`src/rtl/uart_fifo_periph.sv`:
```
// Memory-mapped UART front end: TX/RX byte FIFOs, status/control registers and loopback,
// sequencing the UART core's tx_start/tx_busy and rx_ready/rx_clear handshakes.
//
// TX FSM  state     | meaning
//         TX_IDLE   | pop head when FIFO non-empty and UART not busy (loopback: pop into RX)
//         TX_LAUNCH | popped byte held on uart_tx_data; start pulse registered out next edge
//         TX_ACK    | wait for busy, give up after 4 cycles and treat byte as sent
//         TX_DONE   | wait for busy to drop
// RX FSM  RX_IDLE   | capture on uart_rx_ready (frozen while loopback)
//         RX_WAIT   | wait for uart_rx_ready low, one capture per byte
module uart_fifo_periph #(
  parameter int DATA_WIDTH = 32,
  parameter int TX_DEPTH   = 8,
  parameter int RX_DEPTH   = 8,
  parameter int ADDR_WIDTH = 4
) (
  input  logic                  clk,
  input  logic                  reset,
  input  logic                  sel,
  input  logic                  we,
  input  logic                  re,
  input  logic [ADDR_WIDTH-1:0] addr,
  input  logic [DATA_WIDTH-1:0] wdata,
  output logic [DATA_WIDTH-1:0] rdata,
  output logic                  uart_tx_start,
  output logic [7:0]            uart_tx_data,
  input  logic                  uart_tx_busy,
  input  logic [7:0]            uart_rx_data,
  input  logic                  uart_rx_ready,
  output logic                  uart_rx_clear,
  output logic                  irq
);

  localparam int TPW = $clog2(TX_DEPTH);
  localparam int TCW = TPW + 1;
  localparam int RPW = $clog2(RX_DEPTH);
  localparam int RCW = RPW + 1;
  localparam int IW  = ADDR_WIDTH - 2;
  localparam logic [TCW-1:0] TX_FULL_CNT = TCW'(TX_DEPTH);
  localparam logic [RCW-1:0] RX_FULL_CNT = RCW'(RX_DEPTH);
  localparam logic [IW-1:0]  A_TX = IW'(0);
  localparam logic [IW-1:0]  A_RX = IW'(1);
  localparam logic [IW-1:0]  A_ST = IW'(2);
  localparam logic [IW-1:0]  A_CT = IW'(3);

  typedef enum logic [1:0] {TX_IDLE, TX_LAUNCH, TX_ACK, TX_DONE} tx_state_e;
  typedef enum logic {RX_IDLE, RX_WAIT} rx_state_e;

  tx_state_e        tx_state_q, tx_state_d;
  rx_state_e        rx_state_q, rx_state_d;
  logic [TPW-1:0]   tx_wr_ptr_q, tx_wr_ptr_d, tx_rd_ptr_q, tx_rd_ptr_d;
  logic [TCW-1:0]   tx_count_q, tx_count_d;
  logic [RPW-1:0]   rx_wr_ptr_q, rx_wr_ptr_d, rx_rd_ptr_q, rx_rd_ptr_d;
  logic [RCW-1:0]   rx_count_q, rx_count_d;
  logic [7:0]       tx_data_q, tx_data_d;
  logic             tx_start_q, tx_start_d;
  logic             rx_clear_q, rx_clear_d;
  logic [1:0]       ack_cnt_q, ack_cnt_d;
  logic             rx_overrun_q, rx_overrun_d;
  logic             tx_overflow_q, tx_overflow_d;
  logic             loopback_q, loopback_d;
  logic             irq_q, irq_d;
  logic [7:0]       tx_mem_q [TX_DEPTH];
  logic [7:0]       rx_mem_q [RX_DEPTH];

  logic [IW-1:0] reg_idx;
  logic wr_tx, rd_rx, wr_ctrl, flush_rx, flush_tx, clr_sticky;
  logic tx_empty, tx_full, rx_empty, rx_full;
  logic tx_pop, tx_push, rx_cap, rx_push_req, rx_push, rx_pop;
  logic [7:0] tx_head, rx_head, rx_push_byte;
  logic unused_bits;

  assign reg_idx    = addr[ADDR_WIDTH-1:2];
  assign wr_tx      = sel & we & (reg_idx == A_TX);
  assign rd_rx      = sel & re & (reg_idx == A_RX);
  assign wr_ctrl    = sel & we & (reg_idx == A_CT);
  assign flush_rx   = wr_ctrl & wdata[0];
  assign flush_tx   = wr_ctrl & wdata[1];
  assign clr_sticky = wr_ctrl & wdata[2];
  assign unused_bits = ^{addr[1:0], wdata[DATA_WIDTH-1:8]};

  assign tx_empty = (tx_count_q == '0);
  assign tx_full  = (tx_count_q == TX_FULL_CNT);
  assign rx_empty = (rx_count_q == '0);
  assign rx_full  = (rx_count_q == RX_FULL_CNT);
  assign tx_head  = tx_mem_q[tx_rd_ptr_q];
  assign rx_head  = rx_mem_q[rx_rd_ptr_q];

  // A push into a full FIFO is accepted only when a pop frees the slot in the same cycle.
  assign tx_pop       = (tx_state_q == TX_IDLE) & ~tx_empty & ~uart_tx_busy;
  assign tx_push      = wr_tx & (~tx_full | tx_pop);
  assign rx_cap       = (rx_state_q == RX_IDLE) & uart_rx_ready & ~loopback_q;
  assign rx_push_req  = rx_cap | (tx_pop & loopback_q);
  assign rx_push_byte = loopback_q ? tx_head : uart_rx_data;
  assign rx_pop       = rd_rx & ~rx_empty;
  assign rx_push      = rx_push_req & (~rx_full | rx_pop);

  always_comb begin
    tx_wr_ptr_d = tx_wr_ptr_q;
    tx_rd_ptr_d = tx_rd_ptr_q;
    tx_count_d  = tx_count_q;
    rx_wr_ptr_d = rx_wr_ptr_q;
    rx_rd_ptr_d = rx_rd_ptr_q;
    rx_count_d  = rx_count_q;
    if (flush_tx) begin
      tx_wr_ptr_d = '0;
      tx_rd_ptr_d = '0;
      tx_count_d  = '0;
    end else begin
      if (tx_push) tx_wr_ptr_d = tx_wr_ptr_q + TPW'(1);
      if (tx_pop)  tx_rd_ptr_d = tx_rd_ptr_q + TPW'(1);
      tx_count_d = tx_count_q + TCW'(tx_push) - TCW'(tx_pop);
    end
    if (flush_rx) begin
      rx_wr_ptr_d = '0;
      rx_rd_ptr_d = '0;
      rx_count_d  = '0;
    end else begin
      if (rx_push) rx_wr_ptr_d = rx_wr_ptr_q + RPW'(1);
      if (rx_pop)  rx_rd_ptr_d = rx_rd_ptr_q + RPW'(1);
      rx_count_d = rx_count_q + RCW'(rx_push) - RCW'(rx_pop);
    end
  end

  always_comb begin
    tx_state_d = tx_state_q;
    tx_data_d  = tx_data_q;
    tx_start_d = 1'b0;
    ack_cnt_d  = ack_cnt_q;
    unique case (tx_state_q)
      TX_IDLE: begin
        if (tx_pop && !loopback_q) begin
          tx_data_d  = tx_head;
          tx_state_d = TX_LAUNCH;
        end
      end
      TX_LAUNCH: begin
        tx_start_d = 1'b1;
        ack_cnt_d  = 2'd3;
        tx_state_d = TX_ACK;
      end
      TX_ACK: begin
        if (uart_tx_busy)          tx_state_d = TX_DONE;
        else if (ack_cnt_q == '0)  tx_state_d = TX_IDLE;
        else                       ack_cnt_d  = ack_cnt_q - 2'd1;
      end
      TX_DONE: begin
        if (!uart_tx_busy) tx_state_d = TX_IDLE;
      end
      default: tx_state_d = TX_IDLE;
    endcase
  end

  always_comb begin
    rx_state_d = rx_state_q;
    rx_clear_d = 1'b0;
    unique case (rx_state_q)
      RX_IDLE: begin
        if (rx_cap) begin
          rx_clear_d = 1'b1;
          rx_state_d = RX_WAIT;
        end
      end
      RX_WAIT: begin
        if (!loopback_q && !uart_rx_ready) rx_state_d = RX_IDLE;
      end
      default: rx_state_d = RX_IDLE;
    endcase
  end

  always_comb begin
    rx_overrun_d  = (rx_overrun_q & ~clr_sticky) | (rx_push_req & ~rx_push);
    tx_overflow_d = (tx_overflow_q & ~clr_sticky) | (wr_tx & ~tx_push);
    loopback_d    = wr_ctrl ? wdata[3] : loopback_q;
    irq_d         = (rx_count_q != '0) | rx_overrun_q;
  end

  always_comb begin
    rdata = '0;
    if (sel) begin
      if (reg_idx == A_RX) begin
        if (!rx_empty) rdata[7:0] = rx_head;
      end else if (reg_idx == A_ST) begin
        rdata[0]     = ~rx_empty;
        rdata[1]     = tx_full;
        rdata[2]     = tx_empty;
        rdata[3]     = rx_overrun_q;
        rdata[4]     = tx_overflow_q;
        rdata[5]     = (tx_state_q == TX_IDLE) & tx_empty;
        rdata[6]     = loopback_q;
        rdata[15:8]  = 8'(rx_count_q);
        rdata[23:16] = 8'(tx_count_q);
      end else if (reg_idx == A_CT) begin
        rdata[3] = loopback_q;
      end
    end
  end

  always_ff @(posedge clk) begin
    if (tx_push) tx_mem_q[tx_wr_ptr_q] <= wdata[7:0];
    if (rx_push) rx_mem_q[rx_wr_ptr_q] <= rx_push_byte;
  end

  always_ff @(posedge clk) begin
    if (!reset) begin
      tx_state_q    <= TX_IDLE;
      rx_state_q    <= RX_IDLE;
      tx_wr_ptr_q   <= '0;
      tx_rd_ptr_q   <= '0;
      tx_count_q    <= '0;
      rx_wr_ptr_q   <= '0;
      rx_rd_ptr_q   <= '0;
      rx_count_q    <= '0;
      tx_data_q     <= '0;
      tx_start_q    <= 1'b0;
      rx_clear_q    <= 1'b0;
      ack_cnt_q     <= '0;
      rx_overrun_q  <= 1'b0;
      tx_overflow_q <= 1'b0;
      loopback_q    <= 1'b0;
      irq_q         <= 1'b0;
    end else begin
      tx_state_q    <= tx_state_d;
      rx_state_q    <= rx_state_d;
      tx_wr_ptr_q   <= tx_wr_ptr_d;
      tx_rd_ptr_q   <= tx_rd_ptr_d;
      tx_count_q    <= tx_count_d;
      rx_wr_ptr_q   <= rx_wr_ptr_d;
      rx_rd_ptr_q   <= rx_rd_ptr_d;
      rx_count_q    <= rx_count_d;
      tx_data_q     <= tx_data_d;
      tx_start_q    <= tx_start_d;
      rx_clear_q    <= rx_clear_d;
      ack_cnt_q     <= ack_cnt_d;
      rx_overrun_q  <= rx_overrun_d;
      tx_overflow_q <= tx_overflow_d;
      loopback_q    <= loopback_d;
      irq_q         <= irq_d;
    end
  end

  assign uart_tx_start = tx_start_q;
  assign uart_tx_data  = tx_data_q;
  assign uart_rx_clear = rx_clear_q;
  assign irq           = irq_q;

endmodule

```
`config.mk`:
```
export PLATFORM = sky130hd
export DESIGN_NAME = uart_fifo_periph
export DESIGN_NICKNAME = d
export VERILOG_FILES = /design/src/rtl/uart_fifo_periph.sv
export SDC_FILE = /design/constraint.sdc
export NUM_CORES = 1
export LEC_CHECK = 0
export ABC_AREA = 1
export CAP_MARGIN = 20
export CORE_AREA = 2 2 154 96
export DETAILED_ROUTE_END_ITERATION = 8
export DIE_AREA = 0 0 156 98
export PLACE_DENSITY_LB_ADDON = 0.05
export SYNTH_ARGS = -nofsm -noshare
export SYNTH_HDL_FRONTEND = slang
export SYNTH_SLANG_ARGS = --single-unit
```
`constraint.sdc`:
```
create_clock -name clk -period 2.52 [get_ports clk]
set_input_delay 0.504 -clock clk [delete_from_list [all_inputs] [get_ports clk]]
set_output_delay 0.504 -clock clk [all_outputs]
set_load 0.05 [all_outputs]
```
### Word level (Yosys, flattened, before mapping)

Memories as Yosys holds them, arrays and structs flattened. A register that Yosys moved wholly into a read port is not among the register bits.
Cells that the tools add are included.

* register bits after elaboration: 39
* memory bits (writable): 128
* word-level logic and storage cells: 126
* input bits: 51
* output and inout port bits: 43
* memories kept: 2

* bitwise gates (word level): 38
* add/subtract/negate cells: 9
* multiplexer cells: 31
* eq/ne operators: 13
* reduce and logical (&&, ||, !) cells: 17

Memory list
* rx_mem_q: words 8, bits a word 8, rd ports 1, clocked after memory_dff 1, wr ports 1, line 64 `logic [7:0] rx_mem_q [RX_DEPTH];`
* tx_mem_q: words 8, bits a word 8, rd ports 1, clocked after memory_dff 1, wr ports 1, line 63 `logic [7:0] tx_mem_q [TX_DEPTH];`

Operators with widths (number)
* 12-bit 2-to-1 mux: 2
* 1-bit bitwise AND: 21
* 20-bit 2-to-1 mux: 1
* 3-bit 2-to-1 mux: 6
* 8-bit 2-to-1 mux: 2
* 3-bit by 1-bit adder with 3-bit output, second input constant: 4
* 2-bit 2-to-1 mux: 6
* 1-bit NOT: 11
* 1-bit 2-to-1 mux: 10
* 4-bit by 1-bit adder with 4-bit output: 2
* 2-bit == test, second input constant: 4
* 4-bit == test, second input constant: 2
* 4-bit logical NOT: 2
* 2-bit != test, second input constant: 4
* 2-bit case mux with 4 select lines: 1
* 4-bit by 1-bit subtractor with 4-bit output: 2
* 7-bit 2-to-1 mux: 1
* 2-bit logical NOT: 3
* 1-bit bitwise OR: 6
* 3-bit AND reduction: 2
* 2-bit OR reduction: 3
* 2-bit by 1-bit == test with 1-bit output, second input constant: 2
* 2-bit case mux with 2 select lines: 1
* 4-bit nonzero test: 1
* other kinds (7): 9

### Logic depth before layout (Yosys ltp)

Gate-level depths: netlist of run 1.

* depth in word-level cells: 10
* depth in mapped cells: 14
* gate-level depth less buffers: 14

### Least setup slack after synthesis of run 1

OpenSTA, ideal clock, no wires.

* path kind: input to output
* start: input port addr[3]
* end: output port rdata[5]
* path buffers: 0
* path slack: 235 ps
* arrival time: 1781 ps
* required time: 2016 ps
* stages: 7
* path through: inv_1 > nand2_1 > inv_1 > nand2_1 > o21ai_0 > o21ai_0 > a21oi_1

* longest elaborated chain between the ends: 4
* elaborated cells on any way between the ends: 5
* those cells by class: 2 x eq/ne; 3 x mux

RTL lines
* start: declaration: line 22 `input logic [ADDR_WIDTH-1:0] addr,`
* 2-bit == test: line 183 `end else if (reg_idx == A_ST) begin`
* 3-bit 2-to-1 mux: line 183
* 7-bit 2-to-1 mux (*): line 181 `if (reg_idx == A_RX) begin`
* 20-bit 2-to-1 mux (*): line 180 `if (sel) begin`
* end: declaration: line 24 `output logic [DATA_WIDTH-1:0] rdata,`

Mark *: on every way between the ends. The rest lies on a longest branch, timed or not.

### Final worst setup path of run 1

* start: register rx_count_q[2]
* end: output port rdata[3]

* longest elaborated chain between the ends: 4

RTL lines
* start: declaration: line 54 `logic [RCW-1:0] rx_count_q, rx_count_d;`
* start signal: assignment: line 230 `rx_count_q <= rx_count_d;`
* 4-bit logical NOT: line 84 `assign rx_empty = (rx_count_q == '0);`
* 8-bit 2-to-1 mux: line 182 `if (!rx_empty) rdata[7:0] = rx_head;`
* 7-bit 2-to-1 mux: line 181
* 20-bit 2-to-1 mux: line 180

No other way between the ends.

==> results of run 1 <==
worst min-delay path: cells and delay by family, from the launching register on:
kind            cells  cell delay [ps]
simple gates        1               60
flops               1              310
compound gates      1               50
synthesized netlist by cell type (3+ instances only):
master    instances  area, um^2
o21ai_1          10        50.1
dfxtp_1          45         901
nor2_1          131         492
clkbuf_1         10        37.5
nand2_2           9        56.3
nand2_1         127         477
or2_2             4        25.0
xor2_1            3        26.3
nand3_1          47         235
ha_1             15         188
o21ai_0          62         310
a21oi_1          38         190
edfxtp_1        128        3840
buf_2            10        50.1
o211ai_1          5        37.5
inv_2             7        26.3
buf_4            19         143
inv_1            48         180
metrics by stage:
step	setup slack [ps]	setup TNS (ps)	util	area, um^2	total power [mW]
floorplan	235	0	-	7620	5.03
CTS	1.60	0	0.663	9280	8.35
global placement	-95.1	-417	0.621	8690	5.76
global route	4.69	0	0.673	9420	8.80
detailed placement	-123	-629	0.621	8690	5.86
finish	91.0	0	0.673	9420	8.39
kinds of logic (layout without fill, tap and decap cells):
logic type / count (synthesis) / count (layout)
compound gates: 122 / 122
xor+xnor: 4 / 4
fa+ha+maj: 17 / 17
buf+inv: 97 / 202
flops: 173 / 173
other cells: 1 / 16
simple gates: 334 / 334
cell type report:
type	instances	area, um^2	area share
Clock buffer	18	429	0.0455
Clock inverter	14	133	0.0141
Inverter	56	216	0.0230
Multi-Input combinational cell	493	2480	0.263
Sequential cell	173	4750	0.504
Tap cell	180	225	0.0239
Timing Repair Buffer	114	1190	0.127
registers in the layout (all words and copies together), names as in the netlist, 2 cells and up, named ones only:
name,cells
rx_count_q,4
rx_mem_q,64
tx_count_q,4
tx_state_q,2
rx_wr_ptr_q,3
uart_tx_data,8
tx_wr_ptr_q,3
ack_cnt_q,2
rx_rd_ptr_q,3
tx_rd_ptr_q,3
tx_mem_q,64
routing by layer:
metal  share of wire  up-vias
met5               0        -
met4           0.024        0
met3            0.10       30
met2            0.42      270
met1            0.45     2629
li1                -     2710
where the power goes:
group	total [mW]	switching, mW	internal (mW)	leakage, nW
Sequential	3.41	0.131	3.28	1.52
Combinational	2.48	1.61	0.875	1.93
Clock	2.50	1.12	1.37	0.268
Total	8.39	2.86	5.53	3.72
worst max-delay path by stage:
stage	startpoint	to	slack, ps	cells past startpoint
2_1_floorplan	addr[3]	rdata[5]	230	7
3_3_place_gp	uart_tx_busy	rx_count_q[2]	-100	9
3_5_place_dp	uart_tx_busy	tx_count_q[2]	-120	13
4_1_cts	rx_count_q[2]	rdata[3]	2	7
5_1_grt	tx_count_q[2]	rdata[2]	5	7
6_report	rx_count_q[2]	rdata[3]	90	7
timing repair:
| action | 4_1_cts | 5_1_grt |
|---|---|---|
| setup endpoints to repair | 5 | 9 |
| gates cloned | 0 | 1 |
| pin swaps | 1 | 3 |
| setup buffers | 2 | 4 |
| gates resized for setup | 6 | 26 |
==> qor.csv, run 1 <==
stage,metric,value,unit
worst_setup_path,reg2reg_slack,310,ps
placement,portBuffers,51,
worst_setup_path,cp-end-kind,output pin,
clock_network,htreeDepth,4,
routing,vias_per_cell,5.38,
clock_network,clockBufferDepth,2,
worst_setup_path,r2r_end,rx_count_q[2],
global_route,met2_usage,0.370,
global_route,grt_overflow_total,0,
global_route,antenna_found_initial,0,
worst_setup_path,critPathRequiredTime,2020,ps
clock_network,clock-root-buffer,clkbuf_16,
die,num_rows,34,
layout,mostFrequentLayoutCells,"131 x nor2_1, 128 x edfxtp_1, 124 x nand2_1",
global_route,first_global_vias,5477,
routing,drt-total-wl,18500,um
hold_path,worstHoldPathCells,2,
logic_synthesis,synth_xor_xnor_area_share,0.00463,
clock_network,clkTransAtPathRegs,70,ps
die,fp.dieH,98,um
hold_path,hp-class,reg -> reg,
die,ios,94,
layout,syn_to_final_growth,24.6,%
logic_synthesis,synthArstFlopShare,0,
die,fp.coreArea,14000,um^2
worst_setup_path,max_stage_delay,310,ps
logic_synthesis,synth_edf_count,128,
clock_network,numCtsBuffers,17,
sta,hold_violations,0,
logic_synthesis,ys_types,41,
sta,fin_skew,11.4,ps
worst_setup_path,worstPathMaxFanout,6,
layout,n_antenna_cell,0,
worst_setup_path,slowest_stage,dfxtp_1,
die,initial_utilization,0.540,
sta,worst_slew_pin_slew,527,ps
worst_setup_path,r2r_cells,12,
clock_network,postCtsHoldBufs,0,
routing,wire_per_inst,17.7,um
logic_synthesis,synthFlopType,edfxtp_1,
die,die_width,156,um
routing,num_vias,5639,
power,ir_worst_vdd,551,uV
logic_synthesis,ys_warn_count,0,
logic_synthesis,netlist_instances,748,
worst_setup_path,r2r-start,rx_count_q[2],
layout,final_common_cell,nor2_1,
worst_setup_path,path_cells,inv_1 -> ha_2 -> nand3_4 -> buf_4 -> nand3_1 -> a21oi_2 -> buf_12,
global_route,grt_pass1_wl,28400,um
layout,fin_cells,1048,
power,power_density,891,nW/um^2
routing,final_antenna_net_count,0,
logic_synthesis,synth.avg_cell_area,10.1,um^2
sta,rsz0062_at_grt,false,
worst_setup_path,cp.arrival,1930,ps
global_route,gr-usage-met3,0.0652,
logic_synthesis,synthMuxAreaShare,0,
power,power.leakage,3.72,nW
routing,dr.first_iter.drc_count,579,
logic_synthesis,ys_ff_latch,173,
layout,drive_gt1_frac,0.183,
global_route,grt_use_met1,0.367,
logic_synthesis,synth-simple-area-share,0.191,
global_route,grt_usage,0.253,
sta,maxSlewViolCount,0,
die,die_area,15300,um^2
sta,clock.fmax,412,MHz
worst_setup_path,cp_top_family,buffers and inverters,
logic_synthesis,yosys.area_share.adder,0.0301,
routing,dr.pass1.iters,5,
sta,slew_headroom,0.649,
logic_synthesis,synth_compound_area_frac,0.0860,
worst_setup_path,start_kind,flop,
outcome,status,completed,
placement,dp_hpwl,12800,um
placement,dp_cells,1009,
worst_setup_path,critical_path_class,reg -> out,
sta,fin_crit,2430,ps
logic_synthesis,ys_seq_area_frac,0.627,
sta,holdWs,470,ps
placement,routabilityCongestion,0.817,
global_route,grt.busiest_layer,met2,
clock_network,insertion_delay,430,ps
sta,setup_viol,0,
worst_setup_path,worstPathBufferInverterCount,3,
clock_network,cts_tree,done,
routing,drcViolationCount,0,
global_route,grt_max_degree,33,
layout,fin_nets,923,
logic_synthesis,synth_area,7560,um^2
layout,fillers,1000,
sta,finalCritPeriodShare,0.964,
clock_network,clock_sinks,173,
job,maxCapViolCount,0,
logic_synthesis,synth_top_family_by_area,simple AND/OR/NAND/NOR gates,
No activity file was read; power rests on OpenSTA's default activity.
==> run 2, diff against run 1 <==
Settings changed: ABC_AREA 1 to not set, CORE_AREA 2 2 154 96 to 2 2 152 95, DIE_AREA 0 0 156 98 to 0 0 154 97.
Clock period 2.52 ns to 2.3 ns, I/O delays scaled along.
==> qor.csv, run 2 <==
stage,metric,value,unit
outcome,status,finished with violations,
outcome,violations,setup timing,
logic_synthesis,netlist_instances,494,
hold_path,hp-class,reg -> reg,
logic_synthesis,synth_edf_count,128,
routing,final_antenna_net_count,0,
worst_setup_path,slowest_stage,or3b_4,
clock_network,postCtsHoldBufs,0,
layout,fillers,843,
sta,finalCritPeriodShare,1.13,
logic_synthesis,ys_seq_area_frac,0.653,
logic_synthesis,ys_types,48,
logic_synthesis,synthTopCellsByCount,"128 x edfxtp_1, 45 x dfxtp_1, 44 x nor2_1",
placement,dp_cells,763,
sta,hold_violations,0,
worst_setup_path,path_cells,inv_2 -> ha_4 -> or3b_4 -> buf_6 -> nor3b_4 -> o21ai_2 -> nor2_1 -> buf_4 -> buf_12,
die,ios,94,
sta,setup_viol,22,
worst_setup_path,cp_top_family,simple AND/OR/NAND/NOR gates,
routing,drt-total-wl,16500,um
logic_synthesis,synthMuxAreaShare,0.129,
logic_synthesis,yosys.area_share.adder,0.0313,
worst_setup_path,worstPathBufferInverterCount,4,
clock_network,cts_tree,done,
sta,fin_crit,2600,ps
global_route,grt_pass1_wl,25500,um
worst_setup_path,cp-end-kind,output pin,
layout,drive_gt1_frac,0.358,
placement,placedInstanceArea,8490,um^2
sta,fin_skew,10.2,ps
clock_network,clock_sinks,173,
layout,n_antenna_cell,0,
clock_network,clock-root-buffer,clkbuf_16,
sta,fin_ws,-297,ps
clock_network,insertion_delay,430,ps
logic_synthesis,synth_area,7270,um^2
logic_synthesis,synth_area_leaders,"edfxtp_1 53%, dfxtp_1 12%, mux4_2 9.9%",
clock_network,clockBufferDepth,2,
die,fp.coreArea,13400,um^2
die,fp.dieH,97,um
layout,final_area,9590,um^2
logic_synthesis,synth_top_family_by_area,multiplexers,
power,total_power,9.32,mW
layout,final_common_cell,edfxtp_1,
worst_setup_path,max_stage_delay,390,ps
power,power_density,972,nW/um^2
global_route,antenna_found_initial,0,
logic_synthesis,synth-simple-area-share,0.0870,
placement,portBuffers,51,
layout,fin_cells,809,
routing,num_vias,4540,
die,die_width,154,um
layout,fin_nets,689,
sta,tns,-2260,ps
logic_synthesis,synthArstFlopShare,0,
sta,slew_headroom,0.517,
routing,dr.pass1.iters,6,
global_route,grt_max_degree,18,
sta,worst_slew_pin_slew,724,ps
power,power.leakage,3.37,nW
global_route,grt_overflow_total,0,
worst_setup_path,cp.arrival,2140,ps
placement,routabilityCongestion,0.807,
sta,rsz0062_at_grt,true,
worst_setup_path,critPathRequiredTime,1840,ps
layout,mostFrequentLayoutCells,"128 x edfxtp_1, 62 x buf_4, 41 x dfxtp_1",
layout,syn_to_final_growth,32.0,%
die,num_rows,33,
logic_synthesis,synth_most_common_cell,edfxtp_1,
worst_setup_path,start_kind,flop,
logic_synthesis,yosysTopAreaCell,edfxtp_1,
logic_synthesis,synth_compound_area_frac,0.0522,
global_route,first_global_vias,4578,
clock_network,numCtsBuffers,17,
clock_network,htreeDepth,4,
routing,wire_per_inst,20.4,um
logic_synthesis,ys_ff_latch,173,
die,initial_utilization,0.541,
routing,dr.first_iter.drc_count,343,
routing,drcViolationCount,0,
logic_synthesis,ys_warn_count,0,
placement,dp_hpwl,11400,um
logic_synthesis,synth.avg_cell_area,14.7,um^2
logic_synthesis,synth_top_area_frac,0.529,
job,maxCapViolCount,0,
worst_setup_path,critical_path_class,reg -> out,
logic_synthesis,synth_xor_xnor_area_share,0.00964,
die,die_area,14900,um^2
power,ir_worst_vdd,620,uV
worst_setup_path,worstPathMaxFanout,2,
clock_network,clkTransAtPathRegs,60,ps
sta,clock.fmax,385,MHz
routing,vias_per_cell,5.61,
global_route,grt_usage,0.231,
sta,maxSlewViolCount,0,
logic_synthesis,synthFlopType,edfxtp_1,
==> run 2: changes by cell type in the layout (fill, tap and decap cells not counted), moves of 10 or more <==
cell,before,now
mux2i_1,0,13
nand3_1,44,7
o21ai_0,59,13
o21ai_1,12,1
mux4_2,0,32
nor2_1,131,39
inv_1,45,9
nand2_1,124,19
buf_6,2,12
==> run 2: timing repair <==
item	4_1_cts	5_1_grt
setup buffers	7	8
setup endpoints to repair	21	67
gates resized for setup	55	45
pin swaps	16	20
==> run 2: path summary, 6_finish.rpt <==
| kind | startpoint | endpoint | slack, ps | depth (start not counted) |
|---|---|---|---|---|
| min | rx_rd_ptr_q[1] | flop | 500 | 2 |
| max reg2reg | tx_count_q[2] | rx_count_q[1] | -160 | 11 |
| max | tx_count_q[2] | rdata[5] | -300 | 9 |
| min reg2reg | rx_rd_ptr_q[1] | flop | 500 | 2 |
==> run 2: kinds of logic (layout without fill, tap and decap cells) <==
kind of cell	count (synthesis)	count (layout)
DFF	173	173
and+or+nand+nor	125	125
AOI/OAI and AO/OA	67	67
muxes	53	53
buffers and inverters	50	175
adders and majority gates	17	17
xor gates and xnor gates	8	8
other	1	16
==> run 2: worst reg2reg max path, stage by stage (launching register included) <==
cell,delay (ps)
dfxtp_2,330
inv_2,70
ha_4,120
or3b_4,390
buf_4,160
buf_6,130
a31oi_4,190
nand2_2,100
o21ai_2,70
ha_2,210
fa_2,430
and3_1,170
==> run 2: metal layers <==
layer	up-vias	GRT usage	share of wire
met4	0	0.0618	0.011
met5	-	0	0
met1	2272	0.353	0.48
met3	17	0.0587	0.064
met2	155	0.330	0.45
li1	2096	-	-
==> run 2: power breakdown <==
group / switching (mW) / internal, mW
clock network: 1.21 / 1.65
registers: 0.143 / 3.57
logic: 1.47 / 1.27
total: 2.83 / 6.49
==> run 2: per-stage QoR <==
stage / worst slack [ps] / util / hold WS, ps
3_3_place_gp: -354 / 0.632 / 472
4_1_cts: -279 / 0.695 / 493
2_1_floorplan: -94.9 / - / 454
6_report: -297 / 0.714 / 495
5_1_grt: -397 / 0.714 / 527
3_5_place_dp: -392 / 0.632 / 484
==> run 2: area by class of cell <==
class / instances / area (um^2) / area share
Sequential cell: 173 / 4750 / 0.496
Tap cell: 175 / 219 / 0.0228
Timing Repair Buffer: 130 / 1350 / 0.141
Clock inverter: 14 / 154 / 0.0161
Inverter: 13 / 48.8 / 0.00509
Multi-Input combinational cell: 286 / 2620 / 0.273
Clock buffer: 18 / 439 / 0.0458
==> run 3, diff against run 2 <==
Settings changed: ABC_AREA set to 1, CORE_AREA 2 2 152 95 to 2 2 154 96, DIE_AREA 0 0 154 97 to 0 0 156 98, SLEW_MARGIN set to 15.
==> qor.csv, run 3 (synthesized netlist as in run 1, its figures left out) <==
stage,metric,value,unit
worst_setup_path,path_cells,inv_8 -> buf_12 -> nand2_4 -> nand2_2 -> nand2_2 -> nand3_2 -> nand3_2 -> a21oi_2 -> buf_4 -> buf_12,
power,power.leakage,3.79,nW
layout,regArea,4750,um^2
die,die_area,15300,um^2
sta,finalCritPeriodShare,1.01,
clock_network,insertion_delay,420,ps
die,fp.coreArea,14000,um^2
sta,maxSlewViolCount,0,
global_route,grt_usage,0.258,
global_route,grt_overflow_total,0,
sta,fin_skew,10.4,ps
outcome,violations,setup timing,
worst_setup_path,cp_top_family,buffers and inverters,
die,ios,94,
routing,dr.first_iter.drc_count,607,
layout,final_common_cell,nor2_1,
placement,portBuffers,51,
sta,worst_slew_pin_slew,663,ps
global_route,grt_max_degree,33,
routing,final_antenna_net_count,0,
worst_setup_path,critPathRequiredTime,1840,ps
clock_network,clkTransAtPathRegs,70,ps
clock_network,clock_sinks,173,
die,fp.dieH,98,um
hold_path,hp-class,reg -> reg,
layout,final_area,9660,um^2
layout,n_antenna_cell,0,
die,num_rows,34,
clock_network,clock-root-buffer,clkbuf_16,
clock_network,htreeDepth,4,
global_route,first_global_vias,5425,
outcome,status,finished with violations,
die,initial_utilization,0.540,
sta,holdWs,460,ps
routing,wire_per_inst,18.6,um
power,power_density,983,nW/um^2
worst_setup_path,cp-end-kind,output pin,
layout,mostFrequentLayoutCells,"129 x nor2_1, 128 x edfxtp_1, 115 x nand2_1",
routing,vias_per_cell,5.43,
layout,fillers,1011,
clock_network,postCtsHoldBufs,0,
sta,rsz0062_at_grt,true,
worst_setup_path,max_stage_delay,410,ps
sta,fin_crit,2320,ps
sta,fin_ws,-23.2,ps
routing,drcViolationCount,0,
worst_setup_path,worstPathBufferInverterCount,4,
clock_network,clockBufferDepth,2,
global_route,antenna_found_initial,0,
sta,setup_viol,2,
worst_setup_path,slowest_stage,dfxtp_4,
routing,dr.pass1.iters,5,
clock_network,cts_tree,done,
layout,multi_input_area,2580,um^2
layout,fin_nets,926,
sta,slew_headroom,0.555,
layout,syn_to_final_growth,27.7,%
worst_setup_path,start_kind,flop,
sta,hold_violations,0,
job,maxCapViolCount,0,
power,ir_worst_vdd,614,uV
routing,num_vias,5712,
worst_setup_path,cp.arrival,1860,ps
layout,drive_gt1_frac,0.211,
worst_setup_path,critical_path_class,reg -> out,
global_route,grt_pass1_wl,29100,um
routing,drt-total-wl,19500,um
sta,clock.fmax,430,MHz
clock_network,numCtsBuffers,17,
die,die_width,156,um
worst_setup_path,worstPathMaxFanout,8,
placement,dp_hpwl,12700,um
placement,routabilityCongestion,0.859,
placement,placedInstanceArea,8660,um^2
run 3: changes by cell type in the layout (fill, tap and decap cells not counted), moves of 8 or more:
cell / before / now
nand2_2: 3 / 19
nand3_1: 7 / 37
buf_6: 12 / 4
o21ai_0: 13 / 54
nor2_1: 39 / 129
inv_1: 9 / 44
nand2_1: 19 / 115
o21ai_1: 1 / 17
nand3_2: 0 / 9
mux4_2: 32 / 0
mux2i_1: 13 / 0
run 3: metrics by stage:
step           instances  TNS [ps]  power, mW   util  setup WS, ps
2_1_floorplan        763         0       5.51      -           103
3_3_place_gp        1010     -6730       6.29  0.619          -252
3_5_place_dp        1010    -10480       6.39  0.619          -314
4_1_cts             1046     -1.62       9.42  0.675         -1.62
5_1_grt             1051      -527       9.90  0.690          -112
6_report            1051     -29.3       9.50  0.690         -23.2
run 3: final timing paths:
check | startpoint | endpoint | slack, ps | cells past startpoint
max | flop | rdata[5] | -20 | 10
min | rx_rd_ptr_q[2] | rx_rd_ptr_q[2] | 460 | 2
max reg2reg | rx_count_q[2] | rx_count_q[2] | 120 | 13
min reg2reg | rx_rd_ptr_q[2] | rx_rd_ptr_q[2] | 460 | 2
run 3: routing by layer:
metal,vias up,share of wire,track usage
li1,2712,-,-
met1,2701,0.46,0.394
met2,279,0.43,0.371
met3,20,0.094,0.0617
met4,0,0.013,0.0699
met5,-,0,0
run 3: area by class of cell:
class,instances,area share
timing repair buffer,117,0.132
tap,180,0.0233
inverter,56,0.0232
multi-input combinational,493,0.267
clock buffer,19,0.0459
sequential,173,0.492
clock inverter,13,0.0170
run 3: worst reg2reg max path, delay by kind of cell (launching register included):
family	cells	cell delay [ps]
adder cells (fa/ha/maj)	3	860
AND/OR/NAND/NOR	7	570
flip-flops	1	300
XOR/XNOR	1	190
buffers and inverters	2	150
run 3: timing repair:
action / CTS / global route
hold endpoints to repair: 0 / 0
pin swaps: 9 / 20
buffers inserted: 3 / 1
cloned: 1 / 4
endpoints found under the setup margin: 13 / 10
gates resized for setup: 40 / 39
run 3: report_power, final:
| group | switching, mW | internal [mW] | total (mW) |
|---|---|---|---|
| registers | 0.140 | 3.60 | 3.74 |
| clock network | 1.21 | 1.75 | 2.96 |
| logic | 1.83 | 0.977 | 2.81 |
